<file path="src/rtl/timer_pkg.sv">
// timer_pkg: shared state encoding and BCD constants for the seconds timer path
package timer_pkg;
  typedef enum logic [1:0] {IDLE = 2'b00, RUN = 2'b01, PAUSE = 2'b10, DONE = 2'b11} tstate_t;
  localparam logic [3:0] BCD_MAX = 4'd9;
endpackage

</file>
<file path="src/rtl/bcd_digit.sv">
// bcd_digit: one mod-10 up/down BCD digit with sync load and ripple carry/borrow
module bcd_digit
  import timer_pkg::*;
(
  input  logic       clk,
  input  logic       rst,
  input  logic       en_i,
  input  logic       dn_i,
  input  logic       ld_i,
  input  logic [3:0] ld_val_i,
  input  logic       cin_i,
  output logic [3:0] q_o,
  output logic       cout_o
);
  logic [3:0] q_q, q_d;
  assign cout_o = cin_i & (dn_i ? q_q == 4'd0 : q_q == BCD_MAX);
  // non-decimal preset nibbles saturate to 9 so the register never leaves BCD range
  always_comb
    q_d = ld_i ? (ld_val_i > BCD_MAX ? BCD_MAX : ld_val_i)
        : !(en_i && cin_i) ? q_q
        : dn_i ? (q_q == 4'd0 ? BCD_MAX : q_q - 4'd1)
        : (q_q == BCD_MAX ? 4'd0 : q_q + 4'd1);
  always_ff @(posedge clk or posedge rst)
    if (rst) q_q <= '0;
    else q_q <= q_d;
  assign q_o = q_q;
endmodule

</file>
<file path="src/rtl/bcd_timer_ctrl.sv">
// bcd_timer_ctrl: button-driven run control for a prescaled NDIG-digit BCD up/down counter
module bcd_timer_ctrl
  import timer_pkg::*;
#(
  parameter int TICK_DIV = 50_000_000,
  parameter int NDIG     = 4
) (
  input  logic              clk,
  input  logic              rst,
  input  logic              start_i,
  input  logic              stop_i,
  input  logic              clear_i,
  input  logic              load_i,
  input  logic              dir_i,
  input  logic [4*NDIG-1:0] load_val_i,
  output logic [4*NDIG-1:0] bcd_o,
  output logic              tick_o,
  output logic              running_o,
  output logic              done_o,
  output logic [1:0]        state_o
);
  localparam int PW = $clog2(TICK_DIV);
  tstate_t state_q, state_d;
  logic [PW-1:0] psc_q, psc_d;
  logic tick_q, tick_d;
  logic start_q, stop_q, clear_q, load_q;
  logic start_ev, stop_ev, clear_ev, load_ev, ld_ok;
  logic up_term, dn_term, up_last, dn_last, cur_term, nxt_term, wrap, step;
  logic [4*NDIG-1:0] bcd;
  logic [NDIG:0] c;
  assign start_ev = start_i & ~start_q;
  assign stop_ev  = stop_i & ~stop_q;
  assign clear_ev = clear_i & ~clear_q;
  assign load_ev  = load_i & ~load_q;
  assign ld_ok    = load_ev && state_q != RUN;
  assign wrap     = psc_q == PW'(TICK_DIV - 1);
  // *_last: the value one step short of terminal, so DONE lands on the same edge as the step
  always_comb begin
    up_term = 1'b1;
    dn_term = 1'b1;
    up_last = 1'b1;
    dn_last = 1'b1;
    for (int i = 0; i < NDIG; i++) begin
      up_term &= bcd[4*i +: 4] == BCD_MAX;
      dn_term &= bcd[4*i +: 4] == 4'd0;
      up_last &= bcd[4*i +: 4] == (i == 0 ? 4'd8 : BCD_MAX);
      dn_last &= bcd[4*i +: 4] == (i == 0 ? 4'd1 : 4'd0);
    end
  end
  assign cur_term = dir_i ? dn_term : up_term;
  assign nxt_term = dir_i ? dn_last : up_last;
  // a tick at a value already terminal for the new direction stops rather than wrapping
  always_comb begin
    state_d = state_q;
    psc_d   = psc_q;
    tick_d  = 1'b0;
    step    = 1'b0;
    if (clear_ev || ld_ok) begin
      state_d = IDLE;
      psc_d   = '0;
    end else begin
      case (state_q)
        IDLE, PAUSE: begin
          state_d = start_ev ? (cur_term ? DONE : RUN) : state_q;
          psc_d   = start_ev && cur_term ? '0 : psc_q;
        end
        RUN:
          if (stop_ev) state_d = PAUSE;
          else begin
            psc_d   = wrap ? '0 : psc_q + PW'(1);
            step    = wrap && !cur_term;
            tick_d  = step;
            state_d = wrap && (cur_term || nxt_term) ? DONE : RUN;
          end
        default: psc_d = '0;
      endcase
    end
  end
  always_ff @(posedge clk or posedge rst)
    if (rst) begin
      state_q <= IDLE;
      psc_q   <= '0;
      tick_q  <= 1'b0;
      start_q <= 1'b0;
      stop_q  <= 1'b0;
      clear_q <= 1'b0;
      load_q  <= 1'b0;
    end else begin
      state_q <= state_d;
      psc_q   <= psc_d;
      tick_q  <= tick_d;
      start_q <= start_i;
      stop_q  <= stop_i;
      clear_q <= clear_i;
      load_q  <= load_i;
    end
  assign c[0] = 1'b1;
  for (genvar g = 0; g < NDIG; g++) begin : g_dig
    bcd_digit u_dig (
      .clk     (clk),
      .rst     (rst),
      .en_i    (step),
      .dn_i    (dir_i),
      .ld_i    (clear_ev | ld_ok),
      .ld_val_i(clear_ev ? 4'd0 : load_val_i[4*g +: 4]),
      .cin_i   (c[g]),
      .q_o     (bcd[4*g +: 4]),
      .cout_o  (c[g+1])
    );
  end
  assign bcd_o     = bcd;
  assign tick_o    = tick_q;
  assign running_o = state_q == RUN;
  assign done_o    = state_q == DONE;
  assign state_o   = state_q;
endmodule

</file>
<file path="config.mk">
export PLATFORM = sky130hd
export DESIGN_NAME = bcd_timer_ctrl
export DESIGN_NICKNAME = d
export VERILOG_FILES = /design/src/rtl/timer_pkg.sv /design/src/rtl/bcd_digit.sv /design/src/rtl/bcd_timer_ctrl.sv
export SDC_FILE = /design/constraint.sdc
export NUM_CORES = 1
export LEC_CHECK = 0
export CORE_MARGIN = 2
export CORE_UTILIZATION = 51
export DETAILED_ROUTE_END_ITERATION = 12
export PLACE_DENSITY_LB_ADDON = 0.08
export SLEW_MARGIN = 10
export SYNTH_ARGS = -nofsm -noshare
export SYNTH_HDL_FRONTEND = slang
export SYNTH_SLANG_ARGS = --single-unit
</file>
<file path="constraint.sdc">
create_clock -name clk -period 2.2 [get_ports clk]
set_input_delay 0.22 -clock clk [delete_from_list [all_inputs] [get_ports clk]]
set_output_delay 0.22 -clock clk [all_outputs]
set_load 0.02 [all_outputs]
</file>
* Word-level counts from Yosys, hierarchy flattened
Cells that the tools add are included.
** Operators by class
- Magnitude comparators :: 4
- Add/sub/neg operators :: 9
- Div/mod/pow operators :: 0
- $mul :: 0
- Shift-type cells :: 0
- Eq/ne operators :: 14
- Bitwise operators :: 23
- Multiplexer cells :: 47
- Reductions and logical operators :: 23
** Operators with widths (count)
- 4-bit two-way mux :: 28
- 26-bit two-way mux :: 4
- 26-bit one-hot mux with 2 select lines :: 1
- 26-bit by 1-bit adder with 26-bit output (second input constant) :: 1
- 26-bit equality test (second input constant) :: 1
- 4-bit equality test (second input constant) :: 5
- 1-bit AND :: 18
- 4-bit by 1-bit adder with 4-bit output (second input constant) :: 4
- 4-bit greater-than comparator (second input constant) :: 4
- 4-bit zero test :: 4
- 4-bit by 1-bit subtractor with 4-bit output (second input constant) :: 4
- 2-bit two-way mux :: 5
- 1-bit two-way mux :: 8
- 2-bit nonzero test :: 4
- 1-bit logical AND :: 7
- 3-bit != test (second input constant) :: 2
- 2-bit equality test (second input constant) :: 2
- 4-bit by 1-bit equality test with 1-bit output (second input constant) :: 1
- 1-bit inverter :: 4
- 2-bit one-hot mux with 2 select lines :: 1
- 2-bit AND reduction :: 2
- 3-bit by 2-bit != test with 1-bit output (second input constant) :: 1
- 3-bit nonzero test :: 1
- 2-bit by 1-bit equality test with 1-bit output (second input constant) :: 1
- other kinds (6) :: 7
** Word-level totals
- Logic and storage cells :: 131
- Memory bits (read-only) :: 0
- Memory bits (writable) :: 0
- Output and inout port bits :: 21
- Latch bits :: 0
- Memories :: 0
- Input bits :: 23
- Register bits after elaboration :: 49

* Longest topological paths before layout
Gate-level depths: netlist of the first run.
- Word-level depth :: 13
- Depth in mapped cells :: 8
- Gate-level depth less buffers :: 7

* Cells and area by module
A second synthesis of the first run with hierarchy kept.
** Unflattened totals
- Cell total of the unflattened synthesis :: 453
- Area, all modules :: 3956.3 um2
** Modules (own cells, without submodules)
- bcd_timer_ctrl :: instances 1, seq. area each 825.8 um2, cells each 261, area an instance 2329.7 um2
- bcd_digit :: instances 4, seq. area each 100.1 um2, cells each 48, area an instance 406.6 um2

* Worst setup path before layout of the first run
No wires, ideal clock.
- Path type :: reg-to-reg
- From :: reg g_dig[3].u_dig.q_q[2]
- To :: reg psc_q[9]
- Arrival :: 2081 ps
- Path buffers :: 2
- Required time :: 2067 ps
- Setup slack :: -14 ps
- Cell stages (with the launch flop) :: 9
- Period minus slack after synthesis :: 2214 ps
- Library setup time :: 133 ps
- Path through :: dfrtp_1 buf_2 or4_1 nor4_2 a22o_2 o21ai_2 nand2_2 buf_4 a31oi_1
** Between the ends
- Cells in the longest elaborated chain, start to end :: 6
- Elaborated cells between the ends (all ways) :: 8
- Those cells by class :: eq/ne (2); mux (1); bitwise (2); reduce/logical (3)
** Ends and longest elaborated chain
- start, declared :: line bcd_digit.sv:15 : logic [3:0] q_q, q_d;
- start signal, assigned :: line bcd_digit.sv:25 : else q_q <= q_d;
- 4-bit equality test / 4-bit zero test (equally long branches) :: line bcd_timer_ctrl.sv:44, bcd_timer_ctrl.sv:45
- 1-bit AND (on tied branches) :: line bcd_timer_ctrl.sv:44, bcd_timer_ctrl.sv:45
- 1-bit two-way mux (*) :: line bcd_timer_ctrl.sv:50 : assign cur_term = dir_i ? dn_term : up_term;
- 1-bit logical AND (*) :: line bcd_timer_ctrl.sv:65 : psc_d = start_ev && cur_term ? '0 : psc_q;
- 3-bit != test (no line) (*)
- 2-bit AND reduction (no line) (*)
- end signal, assigned :: line bcd_timer_ctrl.sv:90 : psc_q <= psc_d;
- end, declared :: line bcd_timer_ctrl.sv:24 : logic [PW-1:0] psc_q, psc_d;
Every way passes the cells marked *; elsewhere a longest branch is shown, timed or not.
A chain may end at the register's enable or synchronous reset.

* Final worst setup path of the first run
- From :: reg psc_q[22]
- To :: reg g_dig[0].u_dig.q_q[1]
** Between the ends
- Cells in the longest elaborated chain, start to end :: 6
** Ends and longest elaborated chain
- 26-bit equality test :: line bcd_timer_ctrl.sv:36 : assign wrap = psc_q == PW'(TICK_DIV - 1);
- 1-bit logical AND :: line bcd_timer_ctrl.sv:71 : step = wrap && !cur_term;
- 1-bit two-way mux :: line bcd_timer_ctrl.sv:68 : if (stop_ev) state_d = PAUSE;
- 1-bit two-way mux :: line bcd_timer_ctrl.sv:62 : case (state_q)
- 1-bit two-way mux :: line bcd_timer_ctrl.sv:58 : if (clear_ev || ld_ok) begin
- 2-bit nonzero test (no line)
- end signal, assigned :: line bcd_digit.sv:25
- end, declared :: line bcd_digit.sv:15
No other way between the ends.

==> results.sh, run 1 <==
export IMPL_yosysSeqAreaShare_pct=36.00
export IMPL_finalSetupViolCount=0
export IMPL_ys_async_sr_fraction_pct=100.0
export IMPL_place_congestion=0.9812
export IMPL_period_share_pct=98.22
export IMPL_finalInstanceArea_um2=4417
export IMPL_synth_seq_cells=49
export IMPL_tightest_slew_ns=0.6361
export IMPL_place_ws_ns=-0.2541
export IMPL_power_density_nw_per_um2=628.9
export IMPL_fin_nets=521
export IMPL_syn_area_um2=3406
export IMPL_viasPerCell=6.087
export IMPL_grt_pass1_vias=3410
export IMPL_crit_buf_inv=0
export IMPL_arrival_ns=2.36
export IMPL_failed_checks="DRC"
export IMPL_fp_coreArea_um2=6422
export IMPL_ant_nets=0
export IMPL_drtIter0Drc=237
export IMPL_io_pins=44
export IMPL_rsz0062_at_grt="true"
export IMPL_yosys_warnings=0
export IMPL_wirelength_um=9514
export IMPL_fmax_ghz=0.4628
export IMPL_synth_cells=417
export IMPL_start_util_pct=53.03
export IMPL_syn_to_final_growth_pct=29.68
export IMPL_htree_levels=2
export IMPL_antenna_cells=0
export IMPL_die_h_um=85.72
export IMPL_synth_edf_count=0
export IMPL_cts_tree="built"
export IMPL_worstPathMaxFanout=4
export IMPL_grt_pass1_wl_um=16220
export IMPL_num_rows=29
export IMPL_criticalPathCategory="flip-flop to flip-flop"
export IMPL_synthFlopType="dfrtp_1"
export IMPL_grtUsageMet1_pct=34.77
export IMPL_drive_above_1_share_pct=18.47
export IMPL_synth_cell_type_count=67
export IMPL_place_area_um2=4252
export IMPL_drt_pass1_iter_count=9
export IMPL_synth_top_area_cell="dfrtp_1"
export IMPL_post_route_min_period_ns=2.161
export IMPL_top_usage_layer="met2"
export IMPL_setup_slack_ns=0.03910
export IMPL_cp_end_kind="flip-flop"
export IMPL_gr_usage_met3_pct=3.465
export IMPL_met2_usage_pct=49.29
export IMPL_crit_family="simple AND/OR/NAND/NOR gates"
export IMPL_grt_max_degree=50
export IMPL_port_buffers=43
export IMPL_antenna_found_initial=0
export IMPL_place_hpwl_um=6896
export IMPL_drc=2
export IMPL_clockRootBuffer="clkbuf_8"
export IMPL_ir_drop_mv=0.3182
export IMPL_dr_total_vias=3500
export IMPL_crit_path_top_delay_cell="or4_4"
export IMPL_max_stage_delay_ns=0.57
export IMPL_die_x_um=85.72
export IMPL_avgSynthCellArea_um2=8.167
export IMPL_clk_latency_ns=0.31
export IMPL_cts_sinks=49
export IMPL_clock_path_buffers=2
export IMPL_drv_slew=0
export IMPL_clk_pin_slew_ns=0.09
export IMPL_path_cells="nand4_2 > or4_4 > or2_4 > or3_4 > o211ai_1 > nand2_1"
export IMPL_synth_area_leaders="dfrtp_1, nor2_1, a31oi_1"
export IMPL_die_area_um2=7348
export IMPL_start_kind="flip-flop"
export IMPL_status="complete, but fails checks"
export IMPL_numCtsBuffers=5
export IMPL_total_leakage_power_uw=0.001818
export IMPL_maxSlewHeadroom_pct=57.59
export IMPL_maxCapViolations=0
export IMPL_syn_num_nets=441
export IMPL_wire_per_inst_um=16.55
export IMPL_cp_required_ns=2.40
export IMPL_skew_ns=0.006115
export IMPL_hold_class="input pin to async pin"
export IMPL_grtUsageTotal_pct=27.27
export IMPL_grt_overflow_total=0
export IMPL_synth_top_area_share_pct=36.00
export IMPL_hold_viol=0
==> per-layer routing <==
| metal | share of wire (%) | vias up |
|---|---|---|
| met5 | 0 | - |
| met4 | 1.5 | 0 |
| met3 | 4.5 | 19 |
| met2 | 54 | 117 |
| met1 | 40 | 1663 |
| li1 | - | 1701 |
==> Yosys cell counts (all sizes together), types with 2 or more instances <==
master,number
or3,6
nand2,39
mux2,3
and4b,2
nor3,18
nor4,6
or3b,2
dfrtp,49
or4,2
and3,5
and3b,3
a41oi,2
xor2,3
nand2b,10
nand3,22
o221ai,2
clkbuf,18
o31ai,4
xnor2,7
nor3b,3
nor2,45
nand4,7
buf,10
a31oi,26
a22oi,4
nand3b,9
inv,9
a22o,2
and4,3
and2,6
o211ai,4
a211oi,5
nor2b,4
nor4b,3
o21a,3
mux2i,8
a21oi,25
o21ai,24
==> where the power goes <==
part	internal [uW]	leakage [uW]	switching, uW
Clock	285	0.0000542	311
Sequential	973	0.000652	96.6
Combinational	520	0.00111	592
==> worst register-to-register path: stages (launching register included) <==
cell      delay, ns
dfrtp_1        0.41
nand4_2        0.15
or4_4          0.57
or2_4          0.29
or3_4          0.39
o211ai_1       0.18
nand2_1        0.07
==> through the flow <==
step	total power, uW	utilization, %	cells	hold slack, ns	setup TNS, ns
finish	2778	68.77	575	0.3725	0
global route	2951	68.77	575	0.3798	-0.002971
global placement	2159	66.20	563	0.4733	-3.958
detailed placement	2184	66.20	563	0.4760	-6.145
floorplan	1752	-	417	0.2514	0
CTS	2776	67.78	571	0.3703	0
==> cell type report <==
cell class / count / area, um2
clock inverters: 1 / 5.005
repair buffers: 101 / 880.8
inverters: 9 / 33.78
well taps: 77 / 96.34
fillers: 532 / 2006
clock buffers: 7 / 96.34
flip-flops and latches: 49 / 1229
multi-input cells: 331 / 2076
==> path summary, 6_finish.rpt <==
kind                                 from                     to  slack (ns)  cells after the start
max in group asynchronous             rst  g_dig[1].u_dig.q_o[2]        1.36                      3
min in group clk                  start_i                start_q        0.37                      1
worst min register to register  psc_q[25]              psc_q[25]        0.50                      1
worst max-delay path            psc_q[22]  g_dig[0].u_dig.q_o[1]        0.04                      6
worst max register to register  psc_q[22]  g_dig[0].u_dig.q_o[1]        0.04                      6
worst min-delay path                  rst  g_dig[2].u_dig.q_o[1]        0.37                      3
==> cells by family after synthesis <==
group	synth area share [%]
AOI/OAI and AO/OA	20.98
buffers and inverters	4.776
muxes	3.343
and+or+nand+nor	31.96
DFF	36.00
adders and majority gates	0.3673
xor gates and xnor gates	2.572
==> timing repair <==
item	4_1_cts	5_1_grt
endpoints found under the setup margin	0	11
hold buffers	0	0
resized for setup	0	8
buffers inserted	0	4
==> sequential cells by signal (all words and copies together), names as in the netlist <==
register,flops
clear_q,1
g_dig.u_dig.q_o,16
load_q,1
psc_q,26
start_q,1
state_o,2
stop_q,1
tick_o,1
==> placed cells by master, fill, tap and decap left out, types with 8 or more instances in the layout <==
cell type | synthesis | final
inv_1 | 9 | 8
nand3_1 | 22 | 22
clkdlybuf4s50_1 | 0 | 42
mux2i_1 | 8 | 8
nand2_1 | 38 | 37
nor3_1 | 16 | 16
nor2_1 | 44 | 44
o21ai_0 | 20 | 20
a31oi_1 | 26 | 26
nand2b_1 | 10 | 10
dfrtp_1 | 49 | 47
nand3b_1 | 9 | 9
buf_4 | 3 | 57
a21oi_1 | 25 | 25
Note: power is estimated with default switching activity, not from simulation.
==> run 2, diff against run 1 <==
Settings changed: CTS_CLUSTER_DIAMETER from default to 40.
==> results of run 2 <==
Final layout, timing and power as in run 1 (identical DEF).
